### config.mk
export PLATFORM = sky130hd
export DESIGN_NAME = vec_acc_adapter
export DESIGN_NICKNAME = d
export VERILOG_FILES = /design/src/rtl/vec_acc_adapter.sv
export SDC_FILE = /design/constraint.sdc
export NUM_CORES = 1
export LEC_CHECK = 0
export ABC_CLOCK_PERIOD_IN_PS = 18600
export BUFFER_PORTS_ARGS = -buffer_cell sky130_fd_sc_hd__buf_2
export CAP_MARGIN = 15
export CORE_ASPECT_RATIO = 1.25
export CORE_MARGIN = 8
export CORE_UTILIZATION = 23
export DETAILED_ROUTE_END_ITERATION = 6
export GPL_ROUTABILITY_DRIVEN = 0
export PLACE_DENSITY_LB_ADDON = 0.3
export SYNTH_ARGS = -nofsm -noshare
export SYNTH_HDL_FRONTEND = slang
export SYNTH_SLANG_ARGS = --single-unit
export TNS_END_PERCENT = 30
### constraint.sdc
create_clock -name clk_i -period 18.6 [get_ports clk_i]
set_input_delay 4.65 -clock clk_i [delete_from_list [all_inputs] [get_ports clk_i]]
set_output_delay 4.65 -clock clk_i [all_outputs]
set_load 0.01 [all_outputs]
### src/rtl/vec_acc_adapter.sv
// Scalar-to-vector accelerator adapter: request FIFO, credit-limited issue and a registered response stage.
// Optional macro VEC_ACC_ILLEGAL_CHK_EN enables local rejection of heads with unsupported opcodes.
module vec_acc_adapter #(
    parameter int XLEN          = 32,
    parameter int TRANS_ID_BITS = 4,
    parameter int REQ_DEPTH     = 4,
    parameter int MAX_OUT       = 8
) (
    input  logic                                  clk_i,
    input  logic                                  rst_i,
    input  logic                                  req_valid_i,
    output logic                                  req_ready_o,
    input  logic [32+2*XLEN+TRANS_ID_BITS-1:0]    req_data_i,
    output logic                                  vu_valid_o,
    input  logic                                  vu_ready_i,
    output logic [32+2*XLEN+TRANS_ID_BITS-1:0]    vu_data_o,
    input  logic                                  vu_resp_valid_i,
    output logic                                  vu_resp_ready_o,
    input  logic [1+XLEN+TRANS_ID_BITS-1:0]       vu_resp_data_i,
    output logic                                  resp_valid_o,
    input  logic                                  resp_ready_i,
    output logic [1+XLEN+TRANS_ID_BITS-1:0]       resp_data_o,
    output logic [$clog2(MAX_OUT+1)-1:0]          outstanding_o,
    output logic [$clog2(REQ_DEPTH+1)-1:0]        fifo_count_o
);

    localparam int RW = 32 + 2*XLEN + TRANS_ID_BITS;
    localparam int SW = 1 + XLEN + TRANS_ID_BITS;
    localparam int CW = $clog2(REQ_DEPTH+1);
    localparam int OW = $clog2(MAX_OUT+1);
    localparam int PW = $clog2(REQ_DEPTH);
    localparam logic [CW-1:0] DEPTH_C = CW'(REQ_DEPTH);
    localparam logic [OW-1:0] MAXO_C  = OW'(MAX_OUT);

    logic [RW-1:0] r_mem [REQ_DEPTH];
    logic [PW-1:0] r_wptr;
    logic [PW-1:0] r_rptr;
    logic [CW-1:0] r_count;
    logic [OW-1:0] r_out;
    logic          r_resp_valid;
    logic [SW-1:0] r_resp_data;

    logic [RW-1:0] w_head;
    logic          w_empty;
    logic          w_legal;
    logic          w_push;
    logic          w_issue;
    logic          w_vu_resp;
    logic          w_ill;
    logic          w_pop;
    logic          w_dec;

    assign w_head  = r_mem[r_rptr];
    assign w_empty = (r_count == '0);

`ifdef VEC_ACC_ILLEGAL_CHK_EN
    logic [6:0] w_opcode;
    assign w_opcode = w_head[RW-32 +: 7];
    assign w_legal  = (w_opcode == 7'h57) || (w_opcode == 7'h07) || (w_opcode == 7'h27);
    // A vector-unit response wins the response register; the illegal head waits a cycle.
    assign w_ill    = !w_empty && !w_legal && vu_resp_ready_o && !vu_resp_valid_i;
`else
    assign w_legal  = 1'b1;
    assign w_ill    = 1'b0;
`endif

    assign req_ready_o     = (r_count < DEPTH_C);
    assign vu_valid_o      = !w_empty && w_legal && (r_out < MAXO_C);
    assign vu_data_o       = w_head;
    assign vu_resp_ready_o = !r_resp_valid || resp_ready_i;
    assign resp_valid_o    = r_resp_valid;
    assign resp_data_o     = r_resp_data;
    assign outstanding_o   = r_out;
    assign fifo_count_o    = r_count;

    assign w_push    = req_valid_i && req_ready_o;
    assign w_issue   = vu_valid_o && vu_ready_i;
    assign w_vu_resp = vu_resp_valid_i && vu_resp_ready_o;
    assign w_pop     = w_issue || w_ill;
    // A stray response with nothing outstanding must not underflow the credit counter.
    assign w_dec     = w_vu_resp && (r_out != '0);

    always_ff @(posedge clk_i or posedge rst_i) begin
        if (rst_i) begin
            for (int unsigned i = 0; i < REQ_DEPTH; i++) begin
                r_mem[i] <= '0;
            end
            r_wptr       <= '0;
            r_rptr       <= '0;
            r_count      <= '0;
            r_out        <= '0;
            r_resp_valid <= 1'b0;
            r_resp_data  <= '0;
        end else begin
            if (w_push) begin
                r_mem[r_wptr] <= req_data_i;
                r_wptr        <= r_wptr + PW'(1);
            end
            if (w_pop) begin
                r_rptr <= r_rptr + PW'(1);
            end
            case ({w_push, w_pop})
                2'b10:   r_count <= r_count + CW'(1);
                2'b01:   r_count <= r_count - CW'(1);
                default: ;
            endcase
            case ({w_issue, w_dec})
                2'b10:   r_out <= r_out + OW'(1);
                2'b01:   r_out <= r_out - OW'(1);
                default: ;
            endcase
            if (w_vu_resp) begin
                r_resp_valid <= 1'b1;
                r_resp_data  <= vu_resp_data_i;
            end else if (w_ill) begin
                r_resp_valid <= 1'b1;
                r_resp_data  <= {1'b1, {XLEN{1'b0}}, w_head[TRANS_ID_BITS-1:0]};
            end else if (resp_ready_i) begin
                r_resp_valid <= 1'b0;
            end
        end
    end

endmodule

==> metrics.csv, run 1 <==
stage,metric,value,unit
power,power_frac_comb,0.414,
clock_network,postCtsSetupRepairBufs,0,
clock_network,cts_repair_resize_count,0,
route,drt-pass1-iter-count,4,
grt,track_usage,0.103,
timing,period_utilisation_layout,0.523,
timing,clock-skew-final,0.0241,ns
route,post_drt_via_cell_ratio,4.14,
die,die_x,289,um
placed_design,io_buffers,290,
cells_and_area,fin_cells,2668,
clock_network,tritoncts.num_buffers,54,
die,initial_core_util,0.231,
power,power_frac_clock,0.229,
die,core_area,92600,um2
grt,grt.overflow.total,0,
timing,worstMarginPinSlew,1.00,ns
grt,gr-usage-met1,0.129,
clock_network,tritoncts_clock_tree,yes,
route,drt-initial-drc-count,419,
route,postRouteAntennaNets,0,
timing,slew-limit-headroom,0.328,
logic_synthesis,synth.lib_cells_used.distinct,28,
clock_network,root_buffer,sky130_fd_sc_hd__clkbuf_16,
grt,gr-max-usage-layer,met2,
grt,antenna_violations_before_repair,11,
critical_path,setup.worst_path.start_class,primary input,
grt,grt_max_degree,136,
power,net_switching_power_figure,1520,uW
critical_path,worst_ep_required_time,13.95,ns
power,p_sw_frac,0.310,
timing,clock.fmax,103,MHz
critical_path,cp_data_arrival_time,5.08,ns
logic_synthesis,postSynthAreaPerCell,19.1,um2
logic_synthesis,synthesis.yosys.warnings,0,
route,post_drt_wl_per_cell,19.9,um
grt,grtUsageMet3,0.0329,
route,detail_route.wirelength,53200,um
logic_synthesis,ys_ff_latch,449,
power,fin_total_pwr,4880,uW
die,floorplan.die_area,103000,um2
timing,fin_tns_setup,0,ns
timing,post-route-worst-setup-slack,8.87,ns
power,ir_worst_vdd,77.3,uV
job,max-cap-violations,0,
power,power_report.internal_total,3370,uW
clock_network,number_of_hold_buffers_added_after_cts,0,
clock_network,tritoncts_num_sinks,449,
grt,groute.layer.met2.usage,0.167,
die,ios,291,
cells_and_area,area_overhead_vs_synth,18.8,%
power,power_per_cell_area,192,nW/um2
grt,vias_in_the_first_global_route,13100,
route,vias,11000,
cells_and_area,mostFrequentLayoutCells,"sky130_fd_sc_hd__dfrtp_1 (447), sky130_fd_sc_hd__mux2_4 (400), sky130_fd_sc_hd__buf_2 (290)",
route,drt_drc_violations_left,0,
logic_synthesis,syn_nets,1274,
timing,final_hold_viol_count,0,
critical_path,timing_worst_setup_path_type,in2out,
die,placement_rows,125,
die,die_y,357,um
clock_network,clock_path_buffers,3,
placed_design,placement.setup.worst_slack,8.87,ns
cells_and_area,fill_cells,9386,
placed_design,detailedPlacementHpwl,32600,um
logic_synthesis,mappedNetlistArea,21400,um2
placed_design,numPlacedInstances,2564,
cells_and_area,drive_above_1_share,0.648,
clock_network,clock_latency_reported_for_the_late_side_of_the_worst_skew_pair,0.61,ns
timing,finalWorstPathRequiredPeriod,9.73,ns
timing,final-setup-viol-count,0,
logic_synthesis,synthCells,1121,
power,leakage,0.0124,uW
critical_path,worst_setup_path_end_kind,output pin,
clock_network,clk_transition_reported_paths,0.05,ns
clock_network,cts_htree_levels,2,
logic_synthesis,ys_seq_area_frac,0.525,
critical_path,rr_worst_depth,4,
power,sequentialPowerShare,0.357,
cells_and_area,finalNetCount,1567,
run_status,outcome,"complete, no violations",
critical_path,crit_fanout,3,
timing,slew_viol_final,0,
min_path,whs_path_depth,1,
grt,global_route_wire_length_before_repair,83400,um
cells_and_area,mostFrequentLayoutCell,sky130_fd_sc_hd__dfrtp_1,
timing,unrepaired_setup_endpoints_after_global_routing,false,
min_path,worst_min_delay_path_category,reg2reg,
cells by family (layout without fill, tap and decap cells):
kind of cell | after synthesis | after routing | share of synthesized area
adders and majority gates | 10 | 10 | 0.00655
muxes | 538 | 538 | 0.406
other | 0 | 4 | 0
xor gates and xnor gates | 8 | 8 | 0.00327
buffers and inverters | 81 | 418 | 0.0476
AOI/OAI and AO/OA | 9 | 9 | 0.00269
and+or+nand+nor | 26 | 26 | 0.00941
DFF | 449 | 449 | 0.525
registers in the layout, indices dropped and copies added, names as in the netlist:
register and cells:
r_mem 400, resp_data_o 37, resp_valid_o 1, r_wptr 2
outstanding_o 4, fifo_count_o 3, r_rptr 2
synthesized netlist by cell type:
cell / number / share of area
sky130_fd_sc_hd__nand2_1: 6 / 0.0011
sky130_fd_sc_hd__nor3b_1: 4 / 0.0014
sky130_fd_sc_hd__o211ai_1: 1 / 0.00035
sky130_fd_sc_hd__o311ai_0: 1 / 0.00041
sky130_fd_sc_hd__nor2_1: 3 / 0.00053
sky130_fd_sc_hd__mux4_2: 100 / 0.11
sky130_fd_sc_hd__o21ai_0: 4 / 0.00094
sky130_fd_sc_hd__nor4_1: 1 / 0.00029
sky130_fd_sc_hd__nand2_8: 4 / 0.0037
sky130_fd_sc_hd__nand2b_1: 2 / 0.00058
sky130_fd_sc_hd__buf_12: 41 / 0.038
sky130_fd_sc_hd__clkbuf_1: 8 / 0.0014
sky130_fd_sc_hd__nand3_1: 2 / 0.00047
sky130_fd_sc_hd__buf_4: 10 / 0.0035
sky130_fd_sc_hd__xor2_1: 4 / 0.0016
sky130_fd_sc_hd__xnor2_1: 4 / 0.0016
sky130_fd_sc_hd__mux2_4: 400 / 0.28
sky130_fd_sc_hd__a2111o_1: 1 / 0.00053
sky130_fd_sc_hd__dfrtp_1: 449 / 0.52
sky130_fd_sc_hd__nor2b_2: 1 / 0.00041
sky130_fd_sc_hd__inv_1: 13 / 0.0023
sky130_fd_sc_hd__nor3_1: 2 / 0.00047
sky130_fd_sc_hd__buf_2: 9 / 0.0021
sky130_fd_sc_hd__fa_1: 2 / 0.0019
sky130_fd_sc_hd__a21oi_1: 2 / 0.00047
sky130_fd_sc_hd__mux2_2: 38 / 0.020
sky130_fd_sc_hd__or4b_2: 1 / 0.00047
sky130_fd_sc_hd__ha_1: 8 / 0.0047
final timing paths:
check | startpoint | end | slack, ns
max in group asynchronous | rst_i | r_mem[244] | 11.31
hold / removal | resp_data_o[36] | resp_data_o[36] | 0.50
setup / recovery | resp_ready_i | vu_resp_ready_o | 8.87
setup reg to reg | fifo_count_o[2] | r_mem[110] | 15.53
min in group asynchronous | rst_i | r_mem[289] | 4.25
hold reg to reg | resp_data_o[36] | resp_data_o[36] | 0.50
layout make-up:
| type | count | area, um2 | share of cell area |
|---|---|---|---|
| sequential | 449 | 11200 | 0.442 |
| multi-input combinational | 591 | 9160 | 0.360 |
| clock buffer | 76 | 1600 | 0.0627 |
| timing repair buffer | 305 | 1560 | 0.0615 |
| tap | 1206 | 1510 | 0.0593 |
| clock inverter | 24 | 299 | 0.0118 |
| inverter | 13 | 56.3 | 0.00221 |
| antenna | 4 | 10.0 | 0.000394 |
routing by layer:
layer	wire length (um)	up-vias
li1	-	4716
met1	22800	5960
met2	25300	259
met3	3470	92
met4	1610	10
met5	61	-
per-stage QoR:
step | instance area (um2) | hold slack (ns) | utilization
CTS | 25400 | 0.504 | 0.275
detailed placement | 23500 | 0.487 | 0.254
floorplan | 21400 | 0.476 | -
global placement | 23500 | 0.485 | 0.254
finish | 25400 | 0.500 | 0.275
global route | 25400 | 0.512 | 0.275
worst max-delay path, cell delays in order:
cell and delay (ns):
sky130_fd_sc_hd__buf_2 0.10, sky130_fd_sc_hd__nand2b_1 0.17, sky130_fd_sc_hd__buf_2 0.15
power by group through the flow:
stage	Clock, uW	Sequential, uW	Combinational [uW]
2_1_floorplan	0	1640	1600
3_3_place_gp	0	1720	2040
3_5_place_dp	0	1740	2070
4_1_cts	1170	1740	2070
5_1_grt	1200	1800	2180
6_report	1120	1740	2020
No activity file was read; power rests on OpenSTA's default activity.
==> inputs of run 2 (changes only) <==
--- a/config.mk
+++ b/config.mk
@@ -5,7 +5,7 @@
 export SDC_FILE = /design/constraint.sdc
 export NUM_CORES = 1
 export LEC_CHECK = 0
-export ABC_CLOCK_PERIOD_IN_PS = 18600
+export ABC_CLOCK_PERIOD_IN_PS = 7900
 export BUFFER_PORTS_ARGS = -buffer_cell sky130_fd_sc_hd__buf_2
 export CAP_MARGIN = 15
 export CORE_ASPECT_RATIO = 1.25
==> constraint.sdc (replaced) <==
create_clock -name clk_i -period 7.9 [get_ports clk_i]
set_input_delay 1.975 -clock clk_i [delete_from_list [all_inputs] [get_ports clk_i]]
set_output_delay 1.975 -clock clk_i [all_outputs]
set_load 0.01 [all_outputs]
==> metrics.csv, run 2 (synthesis gave the netlist of run 1 again) <==
stage,metric,value,unit,change
cells_and_area,drive_above_1_share,0.649,,about the same
clock_network,clk_transition_reported_paths,0.06,ns,about the same
timing,clock-skew-final,0.0228,ns,-0.00133 ns
critical_path,cp_slowest_cell,sky130_fd_sc_hd__dfrtp_4,,
placed_design,placement.setup.worst_slack,2.88,ns,-5.99 ns
critical_path,cp_slowest_stage_delay,0.92,ns,+0.75 ns
run_status,outcome,"complete, no violations",,
timing,slew_viol_final,0,,unchanged
clock_network,cts_htree_levels,2,,unchanged
route,vias,11000,,-0.52%
job,max-cap-violations,0,,unchanged
clock_network,cts_repair_resize_count,0,,unchanged
power,p_sw_frac,0.310,,-0.000857
placed_design,post_dp_cell_area,23600,um2,+0.11%
timing,period_utilisation_layout,0.634,,
cells_and_area,area_overhead_vs_synth,19.1,%,
grt,track_usage,0.104,,+0.000698
clock_network,clock_latency_reported_for_the_late_side_of_the_worst_skew_pair,0.61,ns,about the same
power,power_frac_clock,0.231,,+0.002
cells_and_area,mostFrequentLayoutCells,"sky130_fd_sc_hd__dfrtp_1 (447), sky130_fd_sc_hd__mux2_4 (400), sky130_fd_sc_hd__buf_2 (290)",,
power,net_switching_power_figure,3570,uW,+140%
die,ios,291,,unchanged
grt,grt_max_degree,129,,-5.1%
timing,unrepaired_setup_endpoints_after_global_routing,false,,
cells_and_area,largest_register_ffs,400,,unchanged
die,placement_rows,125,,unchanged
critical_path,worst_setup_path_end_kind,output pin,,
cells_and_area,top_register,r_mem,,
timing,finalWorstPathRequiredPeriod,5.01,ns,
route,drt-pass1-iter-count,4,,unchanged
clock_network,tritoncts.num_buffers,53,,-1.9%
clock_network,clock_path_buffers,3,,unchanged
critical_path,timing_worst_setup_path_type,reg2out,,
clock_network,root_buffer,sky130_fd_sc_hd__clkbuf_16,,
route,detail_route.wirelength,53700,um,+0.97%
critical_path,timing.critical_path.buf_inv,2,,unchanged
grt,antenna_violations_before_repair,12,,+1
critical_path,rr_worst_depth,4,,unchanged
timing,worstMarginPinSlew,1.06,ns,+0.0580 ns
critical_path,worst_r2r_endpoint,r_mem[325],,
clock_network,tritoncts_clock_tree,yes,,
min_path,worst_min_delay_path_category,reg2reg,,
critical_path,cp_data_arrival_time,3.04,ns,-2.04 ns
min_path,hold_path.startpoint,resp_data_o[30],,
cells_and_area,postLayoutCoreUtil,0.276,,+0.000824
critical_path,rr_startpoint,fifo_count_o[2],,
power,sequentialPowerShare,0.360,,+0.003
timing,final_hold_viol_count,0,,unchanged
power,power_report.internal_total,7960,uW,+140%
critical_path,worst_ep_required_time,5.93,ns,-8.02 ns
die,die_x,289,um,unchanged
clock_network,postCtsSetupRepairBufs,0,,unchanged
die,die_y,357,um,unchanged
route,post_drt_via_cell_ratio,4.11,,-0.63%
placed_design,detailedPlacementHpwl,32500,um,-0.16%
route,drt_drc_violations_left,0,,unchanged
clock_network,tritoncts_num_sinks,449,,unchanged
timing,slew-limit-headroom,0.289,,-0.0389
power,power_frac_comb,0.409,,-0.005
critical_path,flop2flop_setup_slack,4.63,ns,-10.90 ns
min_path,worst_hold_path.endpoint,resp_data_o[30],,
route,drt-initial-drc-count,372,,-11%
timing,clock.fmax,200,MHz,
cells_and_area,mostFrequentLayoutCell,sky130_fd_sc_hd__dfrtp_1,,
critical_path,crit_family,flip-flops,,
critical_path,crit_fanout,33,,+30
placed_design,io_buffers,290,,unchanged
die,initial_core_util,0.231,,unchanged
route,postRouteAntennaNets,0,,unchanged
grt,grt.overflow.total,0,,unchanged
die,floorplan.die_area,103000,um2,unchanged
route,post_drt_wl_per_cell,20.1,um,+0.86%
die,core_area,92600,um2,unchanged
cells_and_area,layout.cell_area.non_filler,25500,um2,+0.30%
min_path,whs_path_depth,1,,unchanged
clock_network,number_of_hold_buffers_added_after_cts,0,,unchanged
critical_path,setup.worst_path.start_class,flop,,
critical_path,critical_path_cell_count,3,,unchanged
critical_path,timing.critical_path.cells,buf_4 > mux4_2 > buf_2,,
grt,vias_in_the_first_global_route,13000,,-1.3%
timing,post-route-worst-setup-slack,2.89,ns,-5.98 ns
timing,fin_worst_hold_slack,0.500,ns,+0.0000820 ns
timing,final-setup-viol-count,0,,unchanged
power,ir_worst_vdd,215,uV,+180%
cells_and_area,finalNetCount,1566,,-0.064%
power,leakage,0.0124,uW,+0.13%
timing,fin_tns_setup,0,ns,unchanged
grt,global_route_wire_length_before_repair,83400,um,unchanged
power,power_per_cell_area,452,nW/um2,+140%
==> run 2: cell count changes in the layout (fill, tap and decap cells not counted), sizes merged <==
| cell | delta |
|---|---|
| clkinv | -2 |
| clkinvlp | +3 |
| bufinv | +2 |
| diode | +4 |
| inv | +1 |
| clkbuf | -5 |
==> run 2: worst max path at each step <==
stage                            from               to  slack (ns)
after floorplan                 rst_i  fifo_count_o[0]       -0.15
after global placement    req_valid_i       r_mem[302]        2.87
after detailed placement  req_valid_i       r_mem[325]        2.88
after CTS                   r_rptr[0]    vu_data_o[71]        2.66
after global routing        r_rptr[0]    vu_data_o[49]        2.62
final                       r_rptr[0]    vu_data_o[49]        2.89
==> run 2: area by class of cell <==
| type | instances | area, um2 |
|---|---|---|
| Antenna cell | 8 | 20.0 |
| Clock buffer | 71 | 1540 |
| Clock inverter | 28 | 370 |
| Fill cell | 9387 | 67100 |
| Inverter | 13 | 52.6 |
| Multi-Input combinational cell | 591 | 9160 |
| Sequential cell | 449 | 11200 |
| Tap cell | 1206 | 1510 |
| Timing Repair Buffer | 305 | 1620 |
==> run 2: through the flow <==
stage,instances,power (uW)
after floorplan,1121,7630
after global placement,2563,8870
after detailed placement,2563,9000
after CTS,2662,11800
after global routing,2666,12200
final,2671,11500
==> run 2: power groups by stage <==
stage	logic (uW)	clock network, uW	registers (uW)
3_5_place_dp	4840	0	4170
4_1_cts	4850	2790	4160
6_report	4710	2660	4160
5_1_grt	5070	2860	4310
2_1_floorplan	3780	0	3860
3_3_place_gp	4750	0	4120
==> run 2: metal layers <==
layer | track usage | wire length [um] | vias up
li1 | - | - | 4734
met1 | 0.128 | 23000 | 5899
met2 | 0.173 | 26200 | 267
met3 | 0.0300 | 3170 | 76
met4 | 0.0325 | 1260 | 4
met5 | 0 | 26 | -
